--- config.mk ---
export PLATFORM = sky130hd
export DESIGN_NAME = axis_frame_fifo
export DESIGN_NICKNAME = d
export VERILOG_FILES = /design/src/rtl/axis_frame_pkg.sv /design/src/rtl/axis_frame_fifo_ram.sv /design/src/rtl/axis_frame_fifo.sv
export SDC_FILE = /design/constraint.sdc
export NUM_CORES = 1
export LEC_CHECK = 0
export ABC_AREA = 1
export BUFFER_PORTS_ARGS = -buffer_cell sky130_fd_sc_hd__buf_2
export CAP_MARGIN = 20
export CORE_AREA = 4 4 197 199
export DETAILED_ROUTE_END_ITERATION = 7
export DIE_AREA = 0 0 201 203
export MAX_ROUTING_LAYER = met4
export PLACE_DENSITY = 0.56
export SLEW_MARGIN = 20
export SYNTH_ARGS = -nofsm -noshare
export SYNTH_HDL_FRONTEND = slang
export SYNTH_HIERARCHICAL = 1
export SYNTH_SLANG_ARGS = --single-unit
--- constraint.sdc ---
create_clock -name clk -period 5.7 [get_ports clk]
set_input_delay 0.855 -clock clk [delete_from_list [all_inputs] [get_ports clk]]
set_output_delay 0.855 -clock clk [all_outputs]
set_load 0.05 [all_outputs]
--- src/rtl/axis_frame_pkg.sv ---
// -----------------------------------------------------------------------------
// axis_frame_pkg
// Shared types and helpers for the store-and-forward AXI-Stream frame FIFO.
//   axis_beat_t : stored beat layout {tlast, tid, tdata} at the default widths
//                 (8-bit tid, 8-bit tdata). Instances built with other widths
//                 declare a local struct with the same field order.
//   ptr_level   : occupancy from two wrap-bit pointers of width ptr_w.
// -----------------------------------------------------------------------------
package axis_frame_pkg;

    localparam int unsigned AXIS_TDATA_WIDTH = 8;
    localparam int unsigned AXIS_TID_WIDTH   = 8;

    typedef struct packed {
        logic                        tlast;
        logic [AXIS_TID_WIDTH-1:0]   tid;
        logic [AXIS_TDATA_WIDTH-1:0] tdata;
    } axis_beat_t;

    // Pointers carry one extra wrap bit, so the modular difference is the
    // number of stored entries (0..DEPTH) with no full/empty ambiguity.
    function automatic logic [31:0] ptr_level(input logic [31:0] wr_ptr,
                                              input logic [31:0] rd_ptr,
                                              input int unsigned ptr_w);
        logic [31:0] mask;
        mask = (32'd1 << ptr_w) - 32'd1;
        return (wr_ptr - rd_ptr) & mask;
    endfunction

endpackage

--- src/rtl/axis_frame_fifo_ram.sv ---
// -----------------------------------------------------------------------------
// axis_frame_fifo_ram
// Simple dual-port register array: synchronous write, asynchronous read.
// Contents are not reset.
//   clk     : write clock
//   we_i    : write enable
//   waddr_i : write address
//   wdata_i : write data
//   raddr_i : read address
//   rdata_o : read data (combinational from raddr_i)
// -----------------------------------------------------------------------------
module axis_frame_fifo_ram
    import axis_frame_pkg::*;
#(
    parameter int unsigned DEPTH = 16,
    parameter int unsigned WIDTH = 17
) (
    input  logic                     clk,
    input  logic                     we_i,
    input  logic [$clog2(DEPTH)-1:0] waddr_i,
    input  logic [WIDTH-1:0]         wdata_i,
    input  logic [$clog2(DEPTH)-1:0] raddr_i,
    output logic [WIDTH-1:0]         rdata_o
);

    logic [WIDTH-1:0] mem_q [DEPTH];

    always_ff @(posedge clk) begin
        if (we_i) begin
            mem_q[waddr_i] <= wdata_i;
        end
    end

    assign rdata_o = mem_q[raddr_i];

endmodule

--- src/rtl/axis_frame_fifo.sv ---
// -----------------------------------------------------------------------------
// axis_frame_fifo
// Store-and-forward AXI-Stream frame buffer placed upstream of a switch port.
// A frame is offered downstream only once its tlast beat is stored; tid is
// carried per beat. Output is first-word-fall-through.
//
// Ports:
//   clk, res_n           : clock, asynchronous active-low reset
//   s_axis_*             : producer side (tdata, tid, tvalid, tlast, tready)
//   m_axis_*             : switch side   (tdata, tid, tvalid, tlast, tready)
//   frame_count          : complete frames currently stored
//   level                : beats currently stored
//   drop_count           : dropped oversize frames, saturating (macro only)
//
// Build option: AXIS_FRAME_FIFO_DROP_OVERSIZE_EN
//   undefined : a frame that fills the FIFO without tlast is cut through.
//   defined   : such a frame is discarded and counted on drop_count.
// -----------------------------------------------------------------------------
module axis_frame_fifo
    import axis_frame_pkg::*;
#(
    parameter int unsigned DEPTH       = 16,
    parameter int unsigned TDATA_WIDTH = 8,
    parameter int unsigned TID_WIDTH   = 8
) (
    input  logic                         clk,
    input  logic                         res_n,
    input  logic [TDATA_WIDTH-1:0]       s_axis_tdata,
    input  logic [TID_WIDTH-1:0]         s_axis_tid,
    input  logic                         s_axis_tvalid,
    input  logic                         s_axis_tlast,
    output logic                         s_axis_tready,
    output logic [TDATA_WIDTH-1:0]       m_axis_tdata,
    output logic [TID_WIDTH-1:0]         m_axis_tid,
    output logic                         m_axis_tvalid,
    output logic                         m_axis_tlast,
    input  logic                         m_axis_tready,
    output logic [$clog2(DEPTH+1)-1:0]   frame_count,
    output logic [$clog2(DEPTH+1)-1:0]   level
`ifdef AXIS_FRAME_FIFO_DROP_OVERSIZE_EN
    ,
    output logic [15:0]                  drop_count
`endif
);

    localparam int unsigned AW = $clog2(DEPTH);
    localparam int unsigned PW = AW + 1;
    localparam int unsigned CW = $clog2(DEPTH + 1);
    localparam int unsigned BW = 1 + TID_WIDTH + TDATA_WIDTH;

    // Same field order as axis_beat_t, sized by this instance's parameters.
    typedef struct packed {
        logic                   tlast;
        logic [TID_WIDTH-1:0]   tid;
        logic [TDATA_WIDTH-1:0] tdata;
    } beat_t;

    logic [PW-1:0] wr_ptr_q, wr_ptr_d;
    logic [PW-1:0] rd_ptr_q, rd_ptr_d;
    logic [CW-1:0] frame_count_q, frame_count_d;
    logic [CW-1:0] level_w;
    logic          full, empty, oversize;
    logic          push, pop, wr_en;
    beat_t         wr_beat, rd_beat;

    assign level_w  = CW'(ptr_level(32'(wr_ptr_q), 32'(rd_ptr_q), PW));
    assign full     = (level_w == CW'(DEPTH));
    assign empty    = (level_w == '0);
    // Full with no complete frame inside: waiting for tlast would deadlock.
    assign oversize = full && (frame_count_q == '0);

    assign push = s_axis_tvalid && s_axis_tready;
    assign pop  = m_axis_tvalid && m_axis_tready;

`ifdef AXIS_FRAME_FIFO_DROP_OVERSIZE_EN
    logic          dropping_q, dropping_d;
    logic [PW-1:0] commit_q, commit_d;
    logic [15:0]   drop_count_q, drop_count_d;

    // While discarding the tail of an oversize frame every beat is accepted.
    assign s_axis_tready = !full || dropping_q;
    assign m_axis_tvalid = !empty && (frame_count_q != '0);
    assign wr_en         = push && !dropping_q;
    assign drop_count    = drop_count_q;
`else
    logic cut_through_q, cut_through_d;

    assign s_axis_tready = !full;
    assign m_axis_tvalid = !empty && ((frame_count_q != '0) || cut_through_q);
    assign wr_en         = push;
`endif

    always_comb begin
        wr_ptr_d      = wr_ptr_q;
        rd_ptr_d      = rd_ptr_q;
        frame_count_d = frame_count_q;
        if (wr_en) wr_ptr_d = wr_ptr_q + 1'b1;
        if (pop)   rd_ptr_d = rd_ptr_q + 1'b1;
        case ({wr_en && s_axis_tlast, pop && rd_beat.tlast})
            2'b10:   frame_count_d = frame_count_q + 1'b1;
            2'b01:   frame_count_d = frame_count_q - 1'b1;
            default: frame_count_d = frame_count_q;
        endcase
`ifdef AXIS_FRAME_FIFO_DROP_OVERSIZE_EN
        dropping_d   = dropping_q;
        commit_d     = commit_q;
        drop_count_d = drop_count_q;
        if (wr_en && s_axis_tlast) commit_d = wr_ptr_q + 1'b1;
        if (dropping_q) begin
            if (push && s_axis_tlast) dropping_d = 1'b0;
        end else if (oversize) begin
            // No push is possible here (tready is low), so the rewind is safe.
            wr_ptr_d   = commit_q;
            dropping_d = 1'b1;
            if (drop_count_q != '1) drop_count_d = drop_count_q + 16'd1;
        end
`else
        cut_through_d = cut_through_q;
        if (pop && rd_beat.tlast) cut_through_d = 1'b0;
        else if (oversize)        cut_through_d = 1'b1;
`endif
    end

    always_ff @(posedge clk or negedge res_n) begin
        if (!res_n) begin
            wr_ptr_q      <= '0;
            rd_ptr_q      <= '0;
            frame_count_q <= '0;
`ifdef AXIS_FRAME_FIFO_DROP_OVERSIZE_EN
            dropping_q    <= 1'b0;
            commit_q      <= '0;
            drop_count_q  <= '0;
`else
            cut_through_q <= 1'b0;
`endif
        end else begin
            wr_ptr_q      <= wr_ptr_d;
            rd_ptr_q      <= rd_ptr_d;
            frame_count_q <= frame_count_d;
`ifdef AXIS_FRAME_FIFO_DROP_OVERSIZE_EN
            dropping_q    <= dropping_d;
            commit_q      <= commit_d;
            drop_count_q  <= drop_count_d;
`else
            cut_through_q <= cut_through_d;
`endif
        end
    end

    assign wr_beat = '{tlast: s_axis_tlast, tid: s_axis_tid, tdata: s_axis_tdata};

    axis_frame_fifo_ram #(
        .DEPTH (DEPTH),
        .WIDTH (BW)
    ) u_ram (
        .clk     (clk),
        .we_i    (wr_en),
        .waddr_i (wr_ptr_q[AW-1:0]),
        .wdata_i (wr_beat),
        .raddr_i (rd_ptr_q[AW-1:0]),
        .rdata_o (rd_beat)
    );

    assign m_axis_tdata = rd_beat.tdata;
    assign m_axis_tid   = rd_beat.tid;
    assign m_axis_tlast = rd_beat.tlast;
    assign frame_count  = frame_count_q;
    assign level        = level_w;

endmodule
==> results.md, run 1 <==
Run status:
- The run finished with clean final reports.

Worst setup path:
- The slowest cell on the critical path is sky130_fd_sc_hd__clkinv_1.
- The depth of the worst register-to-register path is 13.
- The worst setup path is launched from a register.
- The critical path startpoint is rd_ptr_q[3].
- Traced cell by cell, the critical path runs through clkinv_1, nand3_1, nand2_1, buf_2.
- STA classifies the critical path endpoint as an output port.
- Data arrives at the worst endpoint at 3.57 ns.
- Following the worst setup path forward leads to its endpoint at m_axis_tdata[6].
- The worst flop-to-flop path startpoint is rd_ptr_q[3].
- Of all nets on the critical path, the largest fanout is 21.
- By startpoint and endpoint, the worst setup path is classified as register to output port.
- The largest stage delay on the critical path is 1.11 ns.
- The endpoint of the worst-slack reg-to-reg timing path is frame_count[3].
- Data on the critical path is required at its endpoint by 4.85 ns.
- For flop-to-flop paths, the worst setup slack is 1.49 ns.

Timing:
- The actual transition at the worst max-transition pin is 1.08 ns.
- Timing would allow up to 226 MHz.
- The final setup TNS is 0 ns.
- The number of hold violations in the final report is 0.
- The clock tree skew after final layout is 0.0203 ns.
- The number of max-slew violations in the final report is 0.
- The normalized max-slew margin is 28.0%.
- The final critical path time including I/O delays and setup is 4.43 ns.
- Setup repair after global routing left no endpoint under its margin.
- Setup violations remaining at the end of the flow were counted as 0.
- The ratio of final minimum period to clock period is 77.6%.
- Across all hold checks on the routed design, the worst slack comes to 0.210 ns.

Place:
- The number of cells after detailed placement is 1752.
- The congestion estimate from routability-driven global placement came to 0.776.
- Buffers placed on the I/O ports in this run total 49.
- The HPWL after detailed placement is 17600 um.

Synth:
- The number of synthesized register bits is 288.
- The sequential element share of the synthesized area is 66.6%.
- In this run, distinct cell masters in the synthesized netlist total 34.
- The number of nets handed over by synthesis was 1298.
- After synthesis the cells add up to 0.0129 mm^2.
- The average cell area after synthesis is 10.2 um^2.
- The number of warnings reported in the yosys synthesis log is 6.
- After technology mapping, the gate count stands at 1265.

Power:
- Dividing total power by cell area gives a power density of 546 mW/mm^2.
- VDD sags by at most 757 uV.
- The leakage power is 6.29 nW.

Detailed routing:
- The final routed wire length divided by cell count is 17.3 um.
- The DRC violation total after the first TritonRoute iteration is 599.
- After detailed routing, the number of vias per cell comes to 4.72.
- The routed layout has 8550 vias.
- The final routed DRC violation total is 0.
- The number of detailed-route iterations in the first pass is 6.
- The number of nets still failing antenna checks after routing is 0.
- Summed over all layers, the routed wires come to 31300 um.

Global route:
- The number of antenna violations at the first check in global routing is 1.
- Across every metal layer, demand over resource in global routing totals 15.6%.
- The wire length of the first global-routing pass is 48700 um.
- The via count of the first global-routing pass is 8286.
- The residual overflow from global routing is 0.
- The routing usage on met2 is 24.4%.
- The layer carrying the most global-route usage is met2.
- The met3 routing resource usage after global routing is 2.73%.
- Entering global routing, the biggest net connects 80 pins.
- The met1 track demand over resource is 21.6%.

Flow run:
- The max capacitance violation total is 0.

Floorplanning:
- The number of rows created at floorplan is 71.
- The die outline area is 0.0408 mm^2.
- The horizontal extent of the die is 201 um.
- The die extent in y is 203 um.
- The total core area is 0.0372 mm^2.
- The initial standard-cell utilization of the core is 34.6%.
- During I/O placement, the number of pins put on the boundary was 50.

CTS:
- Clock tree synthesis inserted a total of 31 buffers.
- The clock insertion delay at the later pin of the skew report is 0.58 ns.
- CTS placed an instance of sky130_fd_sc_hd__clkbuf_16 at the clock tree root.
- The clock transition at the registers of the reported paths is 0.06 ns.
- The TritonCTS sink count is 288.
- The clock passes through at most 3 buffers.
- The CTS H-tree depth is 1.
- Once the clock tree was built, the resizer swapped 0 gates to a different size.
- TritonCTS built the clock tree.
- The number of setup buffers added after CTS is 0.
- The number of hold buffers added after cts is 0.

Layout:
- The filler cells instantiated in the layout total 3593.
- The total number of nets in the final design is 1344.
- The fraction of final layout cells sized beyond drive strength 1 is 10.8%.
- The count of placed standard cells in the final layout, fillers left out is 1810.
- The layout overhead on the synthesized area is 13.7%.

Worst hold path:
- The worst min-delay path class is primary input to asynchronous set/reset pin.
[cells by family (layout without fill, tap and decap cells)]
logic type	after synthesis	in the layout	share of synthesized area, %
fa+ha+maj	12	12	1.28
flops	288	288	66.5
simple gates	658	658	22.0
other cells	0	1	0
xor+xnor	12	12	0.875
buf+inv	286	356	8.86
compound gates	9	9	0.389
[layer usage]
metal / share of wire (%) / vias up
li1: - / 4178
met1: 47 / 4096
met2: 45 / 222
met3: 5.7 / 54
met4: 2.4 / 0
met5: 0 / -
[flip-flops by register name, summed over array words and instances, names as in the netlist]
name           count
rd_ptr_q           5
u_ram/mem_q      272
wr_ptr_q           5
cut_through_q      1
frame_count        5
[cells in the final DEF, fill, tap and decap left out, types with 3 or more instances in the layout]
master	count
sky130_fd_sc_hd__a21oi_1	3
sky130_fd_sc_hd__buf_2	49
sky130_fd_sc_hd__buf_4	17
sky130_fd_sc_hd__clkbuf_16	31
sky130_fd_sc_hd__clkinv_1	12
sky130_fd_sc_hd__clkinv_2	7
sky130_fd_sc_hd__dfrtp_1	13
sky130_fd_sc_hd__edfxtp_1	272
sky130_fd_sc_hd__ha_1	10
sky130_fd_sc_hd__inv_1	227
sky130_fd_sc_hd__nand2_1	407
sky130_fd_sc_hd__nand3_1	213
sky130_fd_sc_hd__nand3b_1	3
sky130_fd_sc_hd__nand4_1	7
sky130_fd_sc_hd__nor2_2	11
sky130_fd_sc_hd__nor2_4	6
sky130_fd_sc_hd__o21ai_0	3
sky130_fd_sc_hd__xnor2_1	6
sky130_fd_sc_hd__xor2_1	5
[where the power goes]
group	internal, W	leakage, nW	total, W	switching, W
Clock	0.00109	0.476	0.00192	0.000838
Sequential	0.00256	2.66	0.00278	0.000224
Combinational	0.000859	3.16	0.00328	0.00242
Total	0.00451	6.29	0.00799	0.00348
[area by class of cell]
cell class | count | area [um^2] | share of cell area, %
clock inverter | 24 | 188 | 1.28
timing repair buffer | 67 | 393 | 2.68
clock buffer | 33 | 783 | 5.35
multi-input combinational | 691 | 3230 | 22.1
sequential | 288 | 8570 | 58.6
inverter | 232 | 876 | 5.98
antenna | 1 | 2.50 | 0.0171
tap | 474 | 593 | 4.05
[how the worst min path moves through the flow]
stage	startpoint	endpoint
floorplan	rd_ptr_q[3]	rd_ptr_q[3]
global placement	wr_ptr_q[4]	wr_ptr_q[4]
detailed placement	cut_through_q	cut_through_q
CTS	res_n	frame_count[3]
global route	res_n	frame_count[3]
finish	res_n	frame_count[3]
[critical path, delay by kind of cell, from the launching register on]
kind	cells	cell delay (ns)
buffers and inverters	2	1.34
DFF	1	1.06
and+or+nand+nor	2	0.60
[per-stage QoR]
step / setup WS, ns / cell area [um^2] / total power, W / utilization [%]
after floorplan: 1.78 / 12900 / 0.00521 / -
after global placement: 1.63 / 13600 / 0.00609 / 36.6
after detailed placement: 1.53 / 13700 / 0.00613 / 36.7
after CTS: 1.24 / 14600 / 0.00808 / 39.3
after global routing: 1.17 / 14600 / 0.00849 / 39.3
final: 1.27 / 14600 / 0.00799 / 39.3
[Yosys cell counts]
| master | instances | area [um^2] |
|---|---|---|
| sky130_fd_sc_hd__inv_4 | 1 | 6.26 |
| sky130_fd_sc_hd__a21oi_1 | 3 | 15.0 |
| sky130_fd_sc_hd__o21ai_0 | 3 | 15.0 |
| sky130_fd_sc_hd__clkinv_1 | 2 | 7.51 |
| sky130_fd_sc_hd__xor2_1 | 5 | 43.8 |
| sky130_fd_sc_hd__nand2_2 | 1 | 6.26 |
| sky130_fd_sc_hd__buf_2 | 22 | 110 |
| sky130_fd_sc_hd__nand3_1 | 213 | 1070 |
| sky130_fd_sc_hd__nand2_1 | 407 | 1530 |
| sky130_fd_sc_hd__ha_1 | 10 | 125 |
| sky130_fd_sc_hd__nor2_1 | 18 | 67.6 |
| sky130_fd_sc_hd__nand3b_1 | 3 | 22.5 |
| sky130_fd_sc_hd__xor2_2 | 1 | 16.3 |
| sky130_fd_sc_hd__nand3_4 | 2 | 35.0 |
| sky130_fd_sc_hd__nand2_4 | 2 | 22.5 |
| sky130_fd_sc_hd__and2_1 | 1 | 6.26 |
| sky130_fd_sc_hd__nor2_4 | 1 | 11.3 |
| sky130_fd_sc_hd__clkbuf_1 | 20 | 75.1 |
| sky130_fd_sc_hd__edfxtp_1 | 272 | 8170 |
| sky130_fd_sc_hd__buf_6 | 1 | 11.3 |
| sky130_fd_sc_hd__nand3_2 | 1 | 10.0 |
| sky130_fd_sc_hd__nor4_2 | 1 | 12.5 |
| sky130_fd_sc_hd__inv_1 | 227 | 852 |
| sky130_fd_sc_hd__and3_1 | 1 | 6.26 |
| sky130_fd_sc_hd__dfrtp_1 | 16 | 400 |
| sky130_fd_sc_hd__a21oi_2 | 1 | 8.76 |
| sky130_fd_sc_hd__fa_1 | 2 | 40.0 |
| sky130_fd_sc_hd__o21ai_1 | 1 | 5.00 |
| sky130_fd_sc_hd__inv_2 | 2 | 7.51 |
| sky130_fd_sc_hd__buf_4 | 8 | 60.1 |
| sky130_fd_sc_hd__buf_1 | 3 | 11.3 |
| sky130_fd_sc_hd__nand4_1 | 7 | 43.8 |
| sky130_fd_sc_hd__xnor2_1 | 6 | 52.6 |
| sky130_fd_sc_hd__o22ai_1 | 1 | 6.26 |
No activity file was read; power rests on OpenSTA's default activity.
==> run 2: changes to the inputs <==
- clock period: 5.7 -> 4.35 ns (I/O delays scaled with it)
==> results.md, run 2 (synthesized netlist as in run 1, its figures left out) <==
Run status:
- The flow ran to the end, and the final reports show no timing, DRC or antenna violations.

CTS:
- After clock tree synthesis, the clock-pin slew on the worst setup and hold paths is 0.06 ns.
- The TritonCTS sink count is 288.
- Buffers added to address setup during post-CTS repair amount to 0.
- The clock insertion delay at the later pin of the skew report is 0.57 ns.
- The tree is rooted in a sky130_fd_sc_hd__clkbuf_16.
- Clock tree synthesis inserted a total of 31 buffers.
- The CTS H-tree depth is 1.
- The clock passes through at most 3 buffers.
- The post-cts repair resize count is 0.
- The CTS tree is yes.
- Hold repair after CTS inserted 0 buffers.

Timing:
- Setup repair after global routing left no endpoint under its margin.
- In the final timing run, aggregate negative setup slack is 0 ns.
- In this run the tightest slew margin relative to its limit is 27.5%.
- The number of hold violations in the final report is 0.
- The final critical path time including I/O delays and setup is 3.59 ns.
- The final critical path takes up 82.5% of the cycle.
- Static timing analysis puts the maximum clock frequency at 279 MHz.
- Between clock sinks in the finished design, the worst skew comes to 0.0193 ns.
- The number of failing setup endpoints in the final timing report is 0.
- The number of max-slew violations in the final report is 0.
- The actual transition at the worst max-transition pin is 1.09 ns.

Worst setup path:
- Data on the critical path is required at its endpoint by 3.70 ns.
- The number of buffers and inverters on the critical path is 3.
- The critical path goes through inv_4, buf_4, nand2_1, nand2_1, nand2_1, nand3_1, nand3_1, nand2_1, buf_2.
- In this design, the stage delay of the slowest critical-path cell is 0.62 ns.
- The slowest cell on the critical path is sky130_fd_sc_hd__buf_4.
- The cell family contributing the most delay on the critical path is buffers and inverters.
- Along the worst path, the maximum fanout reaches 62.
- The cell type with the highest occurrence count on the critical path is sky130_fd_sc_hd__nand2_1.
- The kind of start point of the critical path is a register.
- The critical path capture point type is an output port.
- The classification of the worst setup path is register to output port.
- Across all register-to-register paths, the minimum setup slack is 0.89 ns.
- Data on the critical path arrives at its endpoint at 2.93 ns.

Power:
- The leakage power is 6.42 nW.
- Dividing total power by cell area gives a power density of 728 mW/mm^2.
- The maximum vdd drop is 920 uV.

Layout:
- The register with the most flip-flops in the layout has 272 of them.
- The library cell used most frequently in the layout, excluding fill and tap cells, is sky130_fd_sc_hd__nand2_1.
- The sequential cells in the finished layout cover a total of 0.00857 mm^2.
- The multi-input combinational cells in the finished layout cover a total of 0.00321 mm^2.
- From synthesis to final layout, the design area changed by 15.2%.
- The total of fill cells in the finished design is 3581.
- The total number of nets in the final design is 1356.
- Of the cells placed in the final design, the portion with a size suffix greater than 1 is 11.8%.
- The library cells used most frequently in the layout, excluding fill and tap cells, are sky130_fd_sc_hd__nand2_1 (407), sky130_fd_sc_hd__edfxtp_1 (272), sky130_fd_sc_hd__inv_1 (227), sky130_fd_sc_hd__nand3_1 (213), sky130_fd_sc_hd__buf_2 (49).
- The number of diodes is 0.
- Summing all non-filler instances in the final layout gives an area of 0.0148 mm^2.
- u_ram/mem_q holds more flip-flops than any other register.

Detailed routing:
- The post-detailed-route via-to-cell ratio is 4.72.
- The final routed DRC violation total is 0.
- The total number of vias is 8596.
- In this run, the number of DRC markers left after iteration 0 of detailed routing was 506.
- The number of detailed-route iterations in the first pass is 5.
- The final routed wire length divided by cell count is 17.2 um.
- The number of nets still failing antenna checks after routing is 0.
- The total wirelength of the detailed-routed design is 31400 um.

Floorplanning:
- The die outline area is 0.0408 mm^2.
- The horizontal extent of the die is 201 um.
- The number of rows created at floorplan is 71.
- The initial standard-cell utilization of the core is 34.6%.
- From bottom edge to top edge, the die measures 203 um.
- Pin placement for this block handled 50 I/O pins.
- The core region is 0.0372 mm^2.

Place:
- The HPWL after detailed placement is 18200 um.
- The count of buffers added on input and output ports is 49.
- Summing all placed instances gives a cell area of 0.0137 mm^2.
- At the end of routability-driven placement, the weighted congestion stood at 0.780.

Global route:
- The pin count of the biggest net entering global routing is 86.
- The number of antenna violations at the first check in global routing is 0.
- The total overflow left after global routing is 0.
- The wire length of the first global-routing pass is 49200 um.
- Global routing used 15.7% of the available tracks across all layers.
- The via count of the first global-routing pass was 8491.

Worst hold path:
- The min-delay analysis places its worst path in the category primary input to asynchronous set/reset pin.

Flow run:
- Across the run, the number of max-cap violations was 0.
## run 2: cell count changes in the layout (fill, tap and decap cells not counted), moves of 2 or more
cell / delta
sky130_fd_sc_hd__buf_4: +13
sky130_fd_sc_hd__bufinv_16: +6
sky130_fd_sc_hd__clkbuf_1: -2
sky130_fd_sc_hd__nor2_2: +5
sky130_fd_sc_hd__nor2_4: -5
## run 2: path summary, 6_finish.rpt
| kind | from | to | cells past startpoint |
|---|---|---|---|
| max reg2reg | rd_ptr_q[0] | frame_count[3] | 17 |
| min reg2reg | cut_through_q | cut_through_q | 4 |
| max in group asynchronous | res_n | rd_ptr_q[0] | 1 |
| min | res_n | frame_count[2] | 1 |
| min in group clk | m_axis_tready | rd_ptr_q[2] | 3 |
| max | rd_ptr_q[0] | m_axis_tdata[6] | 9 |
## run 2: metrics by stage
stage	hold slack [ns]	instances	total power (W)	util (%)	worst slack, ns
2_1_floorplan	0.357	1265	0.00683	-	0.433
3_3_place_gp	0.525	1764	0.00801	36.9	1.04
3_5_place_dp	0.537	1764	0.00804	36.9	0.931
4_1_cts	0.0119	1821	0.0109	39.8	0.722
5_1_grt	0.0248	1821	0.0115	39.8	0.538
6_report	0.0136	1821	0.0108	39.8	0.763
## run 2: per-layer routing
layer / vias to the layer above / track usage (%) / part of all wire, %
met5: - / - / 0
met4: 0 / 3.20 / 2.0
met2: 185 / 25.5 / 47
met1: 4167 / 21.3 / 47
met3: 43 / 2.19 / 4.1
li1: 4201 / - / -
## run 2: area by class of cell
type / count / area share [%]
flip-flops and latches: 288 / 57.8
clock buffers: 31 / 5.23
inverters: 232 / 5.91
well taps: 474 / 4.00
repair buffers: 79 / 3.17
clock inverters: 26 / 2.27
multi-input cells: 691 / 21.6
## run 2: where the power goes
group	switching [W]	total, W	internal (W)
Clock	0.00108	0.00285	0.00177
Sequential	0.000148	0.00350	0.00336
Combinational	0.00331	0.00444	0.00114
==> run 3: changes to the inputs <==
- clock period: 4.35 -> 3.4 ns (I/O delays scaled with it)
==> results.md, run 3 (synthesized netlist as in run 1, its figures left out) <==
Run status:
- The flow ran to the end, and the final reports show no timing, DRC or antenna violations.

CTS:
- The CTS H-tree depth is 1.
- Clock tree synthesis inserted a total of 31 buffers.
- The clock insertion delay at the later pin of the skew report is 0.58 ns.
- The clock transition at the registers of the reported paths is 0.06 ns.
- The CTS tree is yes.
- CTS placed an instance of sky130_fd_sc_hd__clkbuf_16 at the clock tree root.
- In this run the deepest clock path goes through 3 buffers.
- The TritonCTS sink count is 288.

Worst hold path:
- The worst min-delay path class is primary input to register.
- The number of instances on the worst hold path is 3.
- The hold-critical path endpoint is wr_ptr_q[0].
- In this run the most critical hold path is launched from s_axis_tvalid.

Power:
- Of the total power, combinational logic draws 44.2%.
- Net switching is 43.3% of the power.
- In this run the static leakage power is 6.43 nW.
- IR analysis of the VDD net gives a maximum drop of 941 uV.
- The internal portion of the total power is 0.00768 W.
- In this run, the clock network consumes 22.9% of the power.
- The power density over the cells is 912 mW/mm^2.
- In this run the power spent charging and discharging nets is 0.00587 W.
- The sequential share of power is 32.8%.

Detailed routing:
- The total number of vias is 8654.
- After detailed routing, the number of remaining DRC violations is 0.
- For this block, the routed nets add up to 31800 um of wire.
- The number of detailed-route iterations in the first pass is 5.
- The count of nets left with antenna violations once routing finished came out at 0.
- After detailed routing, the average wire length per cell comes to 17.3 um.
- Dividing the detail-routed via count by the number of cells gives 4.72.
- The detailed router finished its first iteration with 577 violations.

Worst setup path:
- The maximum fanout along the worst path is 7.
- The largest single stage delay on the critical path is 0.47 ns.
- Data on the critical path is required at its endpoint by 2.89 ns.
- Data arrives at the worst endpoint at 2.73 ns.
- The endpoint identified for the worst register-to-register timing path is frame_count[4].
- The signal on the critical path passes through ha_1, fa_1, nand3b_1, nand2_1, nand2_1, nand2_1, nand3_4, buf_4, and2_1, buf_2.
- The worst setup path is captured at an output port.
- Setup slack on the worst reg-to-reg path comes out at 0.25 ns.
- The classification of the worst setup path is register to output port.
- The slowest stage of the critical path is the sky130_fd_sc_hd__dfrtp_4 cell.
- STA classifies the critical path startpoint as a register.
- The worst register-to-register path begins at rd_ptr_q[0].
- The cell type with the highest occurrence count on the critical path is sky130_fd_sc_hd__nand2_1.
- For the worst flop-to-flop path, the logic depth is 17.

Layout:
- Fill cells in the final layout number 3552.
- In the layout the commonest cells are sky130_fd_sc_hd__nand2_1 (407), sky130_fd_sc_hd__edfxtp_1 (272), sky130_fd_sc_hd__inv_1 (227), sky130_fd_sc_hd__nand3_1 (213), sky130_fd_sc_hd__buf_2 (48).
- The register with the most flip-flops in the layout has 272 of them.
- The sequential cell area is 0.00857 mm^2.
- In the final layout, the share of cells above drive strength 1 is 12.2%.
- The net count of the finished layout is 1371.
- The multi-input combinational cell area is 0.00325 mm^2.
- The most frequent standard cell in the layout excluding fill and tap cells is sky130_fd_sc_hd__nand2_1.
- Counting flops per register, the top entry is u_ram/mem_q.
- The count of cells in the finished layout, fillers not included, comes to 1835.
- From synthesis to final layout, the design area changed by 15.4%.

Timing:
- The clock tree skew after final layout is 0.0162 ns.
- The actual transition at the worst max-transition pin is 0.643 ns.
- The ratio of final minimum period to clock period is 95.3%.
- Setup violations remaining at the end of the flow were counted as 0.
- Measured against its own limit, the worst slew margin works out to 57.2%.
- Setup repair after global routing left no endpoint under its margin.
- The highest clock rate is 309 MHz.
- The worst path in the final design needs a cycle of 3.24 ns, including I/O delays and setup.
- The final worst-path setup slack is 0.161 ns.
- The number of hold violations in the final report is 0.
- The number of max-slew violations in the final report is 0.

Floorplanning:
- The floorplan step set the die height to 203 um.
- The die outline area is 0.0408 mm^2.
- The number of top-level design ports is 50.
- The number of rows created at floorplan is 71.
- The horizontal extent of the die is 201 um.
- The initial standard-cell utilization of the core is 34.6%.
- The core region is 0.0372 mm^2.

Place:
- Once detailed placement completed, the half-perimeter wirelength came to 18600 um.
- Prior to clock tree synthesis, the placed netlist has a worst setup slack of -0.00392 ns.
- At the end of routability-driven placement, the weighted congestion stood at 0.816.
- The count of buffers from port buffering is 49.
- Once placement completed, the tool counted placed cells totaling 1777.

Global route:
- Global routing consumed, over all layers together, 15.9% of the routing resources.
- The wire length of the first global-routing pass is 49500 um.
- After global routing the overflow that remains totals 0.
- The number of antenna violations at the first check in global routing is 1.
- The via count of the first global-routing pass was 8467.
- Entering global routing, the biggest net connects 77 pins.

Flow run:
- The max capacitance violation total is 0.
[run 3: cell count changes in the layout (fill, tap and decap cells not counted), sizes merged, moves of 5 or more]
cell    delta
buf       +14
bufinv     -7
clkbuf    +10
clkinv     -5
[run 3: worst max path at each step]
stage / start / end / cells after the start
final: rd_ptr_q[0] / m_axis_tvalid / 10
after global routing: rd_ptr_q[0] / m_axis_tdata[3] / 9
after CTS: rd_ptr_q[0] / m_axis_tdata[6] / 10
after detailed placement: wr_ptr_q[0] / frame_count[3] / 19
after global placement: wr_ptr_q[0] / frame_count[3] / 18
after floorplan: wr_ptr_q[0] / u_ram/mem_q[12][0] / 10
[run 3: power by group through the flow]
stage / logic (W) / registers [W] / clock network [W]
5_1_grt: 0.00660 / 0.00448 / 0.00333
3_5_place_dp: 0.00598 / 0.00453 / 0
2_1_floorplan: 0.00420 / 0.00461 / 0
4_1_cts: 0.00602 / 0.00445 / 0.00319
6_report: 0.00600 / 0.00445 / 0.00311
3_3_place_gp: 0.00594 / 0.00452 / 0
[run 3: final cells by class]
cell class                      count  area share, %
Antenna cell                        1         0.0168
Sequential cell                   288           57.7
Tap cell                          474           3.99
Inverter                          232           5.89
Multi-Input combinational cell    691           21.8
Clock inverter                     14          0.707
Clock buffer                       41           5.47
Timing Repair Buffer               94           4.39
[run 3: critical path: cells and delay by family (launching register included)]
kind	cells	cell delay, ns
simple gates	6	0.71
fa+ha+maj	2	0.60
flops	1	0.47
buf+inv	2	0.37
[run 3: repair_timing]
action / CTS / global route
gates resized for setup: 2 / 10
endpoints found under the hold margin: 16 / 0
setup endpoints to repair: 12 / 16
hold buffers: 1 / 0
setup buffers: 1 / 0
[run 3: layer usage]
metal  GRT usage [%]  part of all wire, %
met5               -                    0
met4            3.34                  1.6
met3            2.54                  6.0
met2            25.5                   47
met1            21.5                   46
[run 3: metrics by stage]
step	util (%)	TNS (ns)	power, W	hold WS (ns)	instance area [um^2]
2_1_floorplan	-	-0.0382	0.00881	0.214	12900
3_3_place_gp	37.3	0	0.0105	0.464	13900
3_5_place_dp	37.3	-0.00392	0.0105	0.464	13900
4_1_cts	39.8	0	0.0137	0.251	14800
5_1_grt	39.9	0	0.0144	0.276	14900
6_report	39.9	0	0.0136	0.285	14900
